<file path="src/rtl/instr_loader.sv">
// Byte-stream instruction loader: packs bytes little-endian into words, writes them
// to instruction memory from address 0, and holds the CPU in reset until a clean finish.
module instr_loader #(
    parameter int unsigned ADDRESS_WIDTH = 16,
    parameter int unsigned DATA_WIDTH    = 32,
    parameter int unsigned WORD_COUNT    = 256
) (
    input  logic                          clk,
    input  logic                          rst,
    input  logic                          start,
    input  logic [7:0]                    byte_in,
    input  logic                          byte_valid,
    input  logic                          byte_last,
    output logic                          byte_ready,
    output logic                          mem_we,
    output logic [DATA_WIDTH-1:0]         mem_addr,
    output logic [DATA_WIDTH-1:0]         mem_wd,
    output logic                          cpu_rst,
    output logic                          busy,
    output logic                          done,
    output logic                          error,
    output logic [$clog2(WORD_COUNT):0]   words_loaded
);

    localparam int unsigned CNT_W = $clog2(WORD_COUNT) + 1;

    typedef enum logic [2:0] {IDLE, RECV, WRITE, DONE, ERR} state_t;

    state_t                   state, state_nxt;
    logic [1:0]               lane;
    logic [DATA_WIDTH-1:0]    word_buf;
    logic [DATA_WIDTH-1:0]    word_c;
    logic [ADDRESS_WIDTH-1:0] word_idx;
    logic                     last_seen;
    logic                     accept;
    logic                     final_byte;
    logic                     cpu_rst_d, byte_ready_d, mem_we_d, busy_d, done_d, error_d;

    assign accept     = byte_valid && byte_ready;
    assign final_byte = (lane == 2'd3) || byte_last;
    assign mem_addr   = DATA_WIDTH'({word_idx, 2'b00});

    // Incoming byte merged into its lane of the word under assembly.
    always_comb begin
        word_c = word_buf;
        word_c[{lane, 3'b000} +: 8] = byte_in;
    end

    always_ff @(posedge clk or posedge rst) begin
        if (rst) state <= IDLE;
        else     state <= state_nxt;
    end

    always_comb begin
        state_nxt = state;
        case (state)
            IDLE:  if (start) state_nxt = RECV;
            RECV:  if (accept && final_byte) state_nxt = WRITE;
            WRITE: begin
                if (last_seen)                                        state_nxt = DONE;
                else if (words_loaded + CNT_W'(1) == CNT_W'(WORD_COUNT)) state_nxt = ERR;
                else                                                  state_nxt = RECV;
            end
            DONE:  if (start) state_nxt = RECV;
            ERR:   if (start) state_nxt = RECV;
            default: state_nxt = IDLE;
        endcase
    end

    // Status outputs decoded from the next state so they register in step with it.
    always_comb begin
        cpu_rst_d    = 1'b1;
        byte_ready_d = 1'b0;
        mem_we_d     = 1'b0;
        busy_d       = 1'b0;
        done_d       = 1'b0;
        error_d      = 1'b0;
        case (state_nxt)
            RECV:  begin byte_ready_d = 1'b1; busy_d = 1'b1; end
            WRITE: begin mem_we_d = 1'b1; busy_d = 1'b1; end
            DONE:  begin cpu_rst_d = 1'b0; done_d = 1'b1; end
            ERR:   error_d = 1'b1;
            default: ;
        endcase
    end

    always_ff @(posedge clk or posedge rst) begin
        if (rst) begin
            cpu_rst    <= 1'b1;
            byte_ready <= 1'b0;
            mem_we     <= 1'b0;
            busy       <= 1'b0;
            done       <= 1'b0;
            error      <= 1'b0;
        end else begin
            cpu_rst    <= cpu_rst_d;
            byte_ready <= byte_ready_d;
            mem_we     <= mem_we_d;
            busy       <= busy_d;
            done       <= done_d;
            error      <= error_d;
        end
    end

    // Word assembly, write data capture and load counters.
    always_ff @(posedge clk or posedge rst) begin
        if (rst) begin
            lane         <= 2'd0;
            word_buf     <= '0;
            last_seen    <= 1'b0;
            mem_wd       <= '0;
            word_idx     <= '0;
            words_loaded <= '0;
        end else begin
            case (state)
                RECV: begin
                    if (accept) begin
                        word_buf <= word_c;
                        lane     <= lane + 2'd1;
                        if (byte_last)  last_seen <= 1'b1;
                        if (final_byte) mem_wd    <= word_c;
                    end
                end
                WRITE: begin
                    lane         <= 2'd0;
                    word_buf     <= '0;
                    word_idx     <= word_idx + ADDRESS_WIDTH'(1);
                    words_loaded <= words_loaded + CNT_W'(1);
                end
                default: begin
                    if (start) begin
                        lane         <= 2'd0;
                        word_buf     <= '0;
                        last_seen    <= 1'b0;
                        word_idx     <= '0;
                        words_loaded <= '0;
                    end
                end
            endcase
        end
    end

endmodule
</file>
<file path="config.mk">
export PLATFORM = sky130hd
export DESIGN_NAME = instr_loader
export DESIGN_NICKNAME = d
export VERILOG_FILES = /design/src/rtl/instr_loader.sv
export SDC_FILE = /design/constraint.sdc
export NUM_CORES = 1
export LEC_CHECK = 0
export CAP_MARGIN = 15
export CORE_MARGIN = 4
export CORE_UTILIZATION = 23
export CTS_BUF_LIST = sky130_fd_sc_hd__clkbuf_8
export CTS_CLUSTER_SIZE = 14
export DETAILED_ROUTE_END_ITERATION = 10
export SLEW_MARGIN = 5
export SYNTH_ARGS = -nofsm -noshare
export SYNTH_HDL_FRONTEND = slang
export SYNTH_SLANG_ARGS = --single-unit
</file>
<file path="constraint.sdc">
create_clock -name clk -period 5.6 [get_ports clk]
set_clock_uncertainty 0.15 [all_clocks]
set_input_delay 1.12 -clock clk [delete_from_list [all_inputs] [get_ports clk]]
set_output_delay 1.12 -clock clk [all_outputs]
set_load 0.02 [all_outputs]
</file>
# Word-level counts from Yosys, hierarchy flattened
# Cells that the tools add are included.
totals:
  ff_bits: 101
  latch_bits: 0
  ramBits: 0
  rom_bits: 0
  input_bits: 13
  output_inout_bits: 79
  wordCells: 72
  memories: 0
op_classes:
  n_addsub: 4
  n_mul: 0
  div: 0
  n_lt_le_gt_ge: 0
  n_eq_ne: 12
  shifts: 2
  muxes: 26
  bitwise_logic: 2
  n_reduce_logical: 13
op_table:
  columns: ["cell", "n"]
  rows:
  - ["two-way mux 32 bit", 2]
  - ["one-hot mux 32 bit (2 select lines)", 1]
  - ["bitwise mux 32 bit", 1]
  - ["one-hot mux 16 bit (2 select lines)", 1]
  - ["variable shift 8 x 7 -> 32 bit (first input constant)", 1]
  - ["indexed part select 8 x 7 -> 32 bit", 1]
  - ["one-hot mux 9 bit (2 select lines)", 1]
  - ["adder 16 x 1 -> 16 bit (second input constant)", 1]
  - ["two-way mux 16 bit", 1]
  - ["equality test 3 x 2 -> 1 bit (second input constant)", 4]
  - ["two-way mux 3 bit", 4]
  - ["adder 9 x 1 -> 9 bit (second input constant)", 1]
  - ["equality test 9 bit (second input constant)", 1]
  - ["two-way mux 1 bit", 9]
  - ["two-way mux 9 bit", 1]
  - ["one-hot mux 3 bit (3 select lines)", 1]
  - ["negator 5 -> 7 bit", 1]
  - ["equality test 3 x 1 -> 1 bit (second input constant)", 2]
  - ["equality test 3 bit (second input constant)", 2]
  - ["two-way mux 2 bit", 2]
  - ["!= test 2 bit (second input constant)", 2]
  - ["one-hot mux 2 bit (2 select lines)", 1]
  - ["AND reduction 2 bit", 2]
  - ["AND reduction 4 bit", 1]
  - ["other kinds (12)", 15]

# Depth between registers and ports, before layout
# Gate-level depths: netlist (run 1).
depth:
  word_depth: 8
  mapped_depth: 8
  mapped_depth_nobuf: 6

# Worst setup path after synthesis (run 1)
# OpenSTA, ideal clock, no wires.
synth_timing:
  path_type: "input port to flip-flop"
  startpoint: "input start"
  endpoint: "register words_loaded[5]"
  setup_time_ns: 0.121
  arrival_time_ns: 1.931
  required_ns: 5.329
  setup_slack_ns: 3.398
  cell_stages: 5
  n_path_buf: 1
  path_cell_list: "o21ai_0 -> nand2_1 -> buf_2 -> o211ai_1 -> a22o_1"
synth_between:
  elab_chain_cells: 2
synth_rtl:
  columns: ["item", "line_no", "text"]
  rows:
  - ["start, declared", "10", "input logic start,"]
  - ["nonzero test 2 bit (no line)", null, null]
  - ["AND reduction 2 bit (no line)", null, null]
  - ["end signal, assigned", "128", "words_loaded <= words_loaded + CNT_W'(1);"]
  - ["end, declared", "22", "output logic [$clog2(WORD_COUNT):0] words_loaded"]
# No other way between the ends.
# A chain may end at the register's enable or synchronous reset.

# Worst setup path after layout (run 1)
layout_timing:
  startpoint: "input start"
  endpoint: "register words_loaded[8]"
# Same word-level chain as after synthesis.

==> flow_summary.toml, run 1 <==
[logic_synthesis]
synth_edf_count = 0
async_flop_share_pct = 100.0
syn_avg_cell_area_um2 = 9.949
yosysSeqAreaShare_pct = 51.14
synth_area_leader_cell = "dfrtp_1"
synth-seq-cells = 101
yosys_warnings = 0
synthFlopType = "dfrtp_1"
ys_top_cells_by_area = "dfrtp_1 (51%), a22o_1 (6.4%), nor2b_1 (4.6%)"
yosysMostFrequentCell = "dfrtp_1"
synth_cells = 497
synth.distinct_cells = 56
synth_top_cell_area_share_pct = 50.61
synthesis.area_um2 = 4945
synthTopCellsByCount = "dfrtp_1 (100), nand2_1 (51), o21ai_0 (44), a21oi_1 (41)"

[clock_network]
clk_latency_ps = 390
path_clk_slew_ps = 100
htreeDepth = 3
root_buffer = "clkbuf_8"
ctsHoldBuffers = 0
cts_tree = "done"
cts_resized = 0
postCtsSetupRepairBufs = 0
clock-sinks = 101
cts_max_path_buffers = 2
cts-buffers-inserted = 9

[sta]
finalHoldViolations = 0
tns_ps = 0
fin_crit_sh_pct = 56.08
period_needed_ps = 3141
drv_slew = 0
finalSetupViolCount = 0
setup_slack_ps = 2459
timing.fmax_ghz = 0.3184
tightest_slew_ps = 774.2
max_slew_margin_pct = 48.36
grt_setup_unrepaired = "no"

[finish]
drive_gt1_share_pct = 6.126
nNetsFinal = 572
area_growth_pct = 21.89
design_area_um2 = 6027
antennaDiodeCount = 0

[drt]
wl_um = 12410
route.detailed.drc = 0
dr_total_vias = 3695
antenna_left = 0
post_drt_wl_per_cell_um = 14.95
first_iter_violations = 192
via_per_inst = 4.452
dr.pass1.iters = 4

[floorplanning]
die_h_um = 154.6
die_x_um = 154.6
core-area_um2 = 21090
ioPinCount = 92
start_util_pct = 23.45
rows = 53
die-area_um2 = 23910

[grt]
first_global_vias = 3732
grt_max_degree = 44
grt.total_usage_pct = 10.88
antenna_found_initial = 0
grt_remaining_overflow = 0
grt_pass1_wl_um = 20570

[worst_setup_path]
crit_required_ps = 5720
endpoint_kind = "flop"
cp-start-kind = "primary input"
cp.depth = 5
critPathBufInv = 1
r2r.worst_path.cells = 6
cp_top_family = "simple AND/OR/NAND/NOR gates"
crit_type = "in2reg"
cp_slowest_stage_delay_ps = 620
worstPathMaxFanout = 16
cp.arrival_ps = 3260
cpMaxStageDelayCell = "clkdlybuf4s50_1"
worstPathCellList = "clkdlybuf4s50_1 -> nand2b_1 -> nand2_1 -> o21bai_1 -> a22o_1"

[place]
place_worst_setup_slack_ps = 2138
io_buffers = 75
placed_area_um2 = 5864
dp_hpwl_um = 8694
gp_congestion = 0.7638

[run]
drv_cap = 0

[power]
p_per_area_nw_per_um2 = 344.2
p_leak_nw = 2.570
peakVddDrop_mv = 0.1924

[run_status]
status = "finished clean"

[worst_hold_path]
hold_depth = 2
hold_class = "reg2reg"
[cells by family after synthesis]
kind of cell    Yosys count  synth area share, %
other cells               1              0.07584
xor+xnor                 14                2.480
compound gates          145                18.78
mux                       1               0.2024
simple gates            168                19.00
buf+inv                  59                6.300
fa+ha+maj                 8                2.024
flops                   101                51.14
[through the flow]
step                      util (%)  std cells  hold slack [ps]  total power, mW
after global routing         28.58        830            360.1            2.227
after CTS                    28.58        830            347.2            2.108
final                        28.58        830            338.6            2.075
after floorplan                  -        512            308.2            1.436
after detailed placement     27.81        815            324.6            1.677
after global placement       27.81        815            312.7            1.669
[state kept, by name, summed over array words and instances, names as in the netlist, 2 cells and up]
register	count
lane	2
mem_wd	32
state	3
word_buf	32
word_idx	16
words_loaded	9
[tightest hold or removal path: cells and delay by family, from the launching register on]
family | cells | cell delay, ps
AO/OA/AOI/OAI | 1 | 60
flip-flops | 1 | 360
AND/OR/NAND/NOR | 1 | 50
[cell usage in the layout (no fill, tap or decap), types with 6 or more instances in the layout]
cell type / n
inv_1: 8
nor2_1: 24
nand4_1: 9
nand3_1: 11
clkdlybuf4s50_1: 75
o21ai_0: 44
nand2_1: 51
dfrtp_1: 100
nor2b_1: 36
xor2_1: 12
clkbuf_8: 9
conb_1: 16
ha_1: 8
or3_1: 6
o21ai_1: 6
a21oi_1: 41
a22o_1: 36
[path summary, 6_finish.rpt]
path | endpoint | slack, ps | start
max | words_loaded[8] | 2460 | start
min in group asynchronous | word_idx[6] | 980 | rst
max reg2reg | word_buf[3] | 2910 | lane[0]
max in group asynchronous | mem_wd[4] | 3500 | rst
min reg2reg | mem_wd[8] | 340 | mem_wd[8]
min | mem_wd[8] | 340 | mem_wd[8]
[metal layers]
| metal | vias up | wire [µm] | global-route usage (%) |
|---|---|---|---|
| li1 | 1818 | - | - |
| met5 | - | 0 | 0 |
| met4 | 0 | 153 | 3.322 |
| met2 | 81 | 5820 | 16.89 |
| met1 | 1782 | 5845 | 14.64 |
| met3 | 14 | 588 | 3.274 |
[where the power goes]
part,switching (mW),internal [mW]
Clock,0.259,0.159
Combinational,0.466,0.268
Sequential,0.0956,0.827
[area by class of cell]
type                       count  area, µm²
fill                        2235      15060
multi-input combinational    352       2178
clock inverter                 6      38.79
sequential                   101       2529
timing repair buffer          79      780.7
tap                          275      344.1
inverter                       8      32.53
clock buffer                   9      123.9
(Power assumes the default switching activity.)
==> run 2, diff against run 1 <==
Clock period 5.6 ns to 3.1 ns, I/O delays scaled along.
==> flow_summary.toml, run 2 (synthesized netlist as in run 1, its figures left out) <==
[sta]
finalSetupViolCount = 0
fin_crit_sh_pct = 83.87
timing.fmax_ghz = 0.3846
period_needed_ps = 2600
setup_slack_ps = 500.1
drv_slew = 0
tns_ps = 0
tightest_slew_ps = 681.5
max_slew_margin_pct = 54.55
grt_setup_unrepaired = "no"
finalHoldViolations = 0

[worst_setup_path]
cp_top_family = "simple AND/OR/NAND/NOR gates"
reg2reg_to = "word_buf[17]"
cpMaxStageDelayCell = "dfrtp_1"
worstPathCellList = "inv_1 -> ha_1 -> nor4bb_1 -> buf_4 -> nor2b_1 -> a22o_1"
crit_type = "reg2reg"
cp_slowest_stage_delay_ps = 510
r2r_setup_slack_ps = 500
worstPathMaxFanout = 10
critPathBufInv = 2
crit_required_ps = 3260
worst_r2r_startpoint = "lane[0]"
r2r.worst_path.cells = 6
cp-start-kind = "flop"
endpoint_kind = "flop"
cp.arrival_ps = 2760

[floorplanning]
start_util_pct = 23.45
ioPinCount = 92
die-area_um2 = 23910
rows = 53
core-area_um2 = 21090
die_x_um = 154.6
die_h_um = 154.6

[drt]
via_per_inst = 4.453
antenna_left = 0
dr_total_vias = 3714
first_iter_violations = 248
dr.pass1.iters = 4
wl_um = 12510
route.detailed.drc = 0
post_drt_wl_per_cell_um = 15.00

[clock_network]
clk_latency_ps = 370
postCtsSetupRepairBufs = 0
cts-buffers-inserted = 9
cts_resized = 0
path_clk_slew_ps = 100
ctsHoldBuffers = 0
cts_tree = "done"
clock-sinks = 101
cts_max_path_buffers = 2
root_buffer = "clkbuf_8"
htreeDepth = 3

[power]
combPwrFrac_pct = 35.7
power.internal_mw = 2.313
clkPwrFrac_pct = 21.0
seqPwrFrac_pct = 43.3
power_switching_mw = 1.527
swShare_pct = 39.77
p_per_area_nw_per_um2 = 630.1
p_leak_nw = 2.598
peakVddDrop_mv = 0.3075

[grt]
antenna_found_initial = 0
grt.total_usage_pct = 10.40
grt_pass1_wl_um = 19990
grt_max_degree = 102
grt_remaining_overflow = 0
first_global_vias = 3643

[finish]
largestRegisters = "mem_wd x32, word_buf x32, word_idx x16"
seq_area_um2 = 2529
layout_commonest_cell = "dfrtp_1"
final_cell_mix = "dfrtp_1 (100), clkdlybuf4s50_1 (75), nand2_1 (51)"
multiInputGateArea_um2 = 2178
nNetsFinal = 575
area_growth_pct = 23.25
nFillCells = 2271
layout.cells.non_filler = 834
antennaDiodeCount = 0
drive_gt1_share_pct = 6.977

[place]
dp_cells = 818
dp_hpwl_um = 8555
place_worst_setup_slack_ps = 347.8
io_buffers = 75
gp_congestion = 0.7635

[worst_hold_path]
min_to = "mem_wd[19]"
hp-start = "mem_wd[19]"
hold_class = "reg2reg"
hold_depth = 2

[run_status]
status = "finished clean"

[run]
drv_cap = 0
## run 2: changes by cell type in the layout (fill, tap and decap cells not counted), sizes merged
cell,delta
buf,+3
clkinv,+1
clkinvlp,+1
inv,-1
## run 2: layer usage
metal,track usage (%),share of wire [%],up-vias
met3,2.210,3.9,10
met1,14.70,48,1807
li1,-,-,1820
met2,16.35,47,77
met4,2.439,0.87,0
met5,0,0,-
## run 2: worst max path at each step
stage / cells past startpoint / endpoint / start / slack, ps
finish: 6 / word_buf[17] / lane[0] / 500
global route: 6 / word_buf[19] / lane[0] / 260
CTS: 6 / word_buf[17] / lane[0] / 470
detailed placement: 6 / words_loaded[8] / start / 350
global placement: 6 / words_loaded[8] / start / 420
floorplan: 7 / word_buf[10] / lane[0] / 1020
## run 2: power groups by stage
stage / Combinational, mW / Clock, mW / Sequential (mW)
final: 1.37 / 0.806 / 1.66
after global routing: 1.50 / 0.901 / 1.70
after CTS: 1.38 / 0.849 / 1.66
after detailed placement: 1.38 / 0 / 1.68
after global placement: 1.37 / 0 / 1.69
after floorplan: 0.859 / 0 / 1.73
## run 2: through the flow
stage	power (mW)	instance area, µm²	util, %	hold slack (ps)
finish	3.840	6095	28.90	335.1
global route	4.098	6095	28.90	360.4
CTS	3.893	6095	28.90	345.2
detailed placement	3.062	5913	28.04	319.4
global placement	3.054	5913	28.04	311.9
floorplan	2.594	5005	-	308.2
## run 2: cell type report
class	instances	share of cell area, %
Sequential cell	101	41.49
Multi-Input combinational cell	352	35.74
Timing Repair Buffer	82	13.59
Tap cell	275	5.646
Clock buffer	9	2.032
Clock inverter	7	0.9444
Inverter	8	0.5543
## run 2: worst min-delay path: stages (launching register included)
cell,delay [ps]
dfrtp_1,350
nand2_1,50
o21ai_0,60
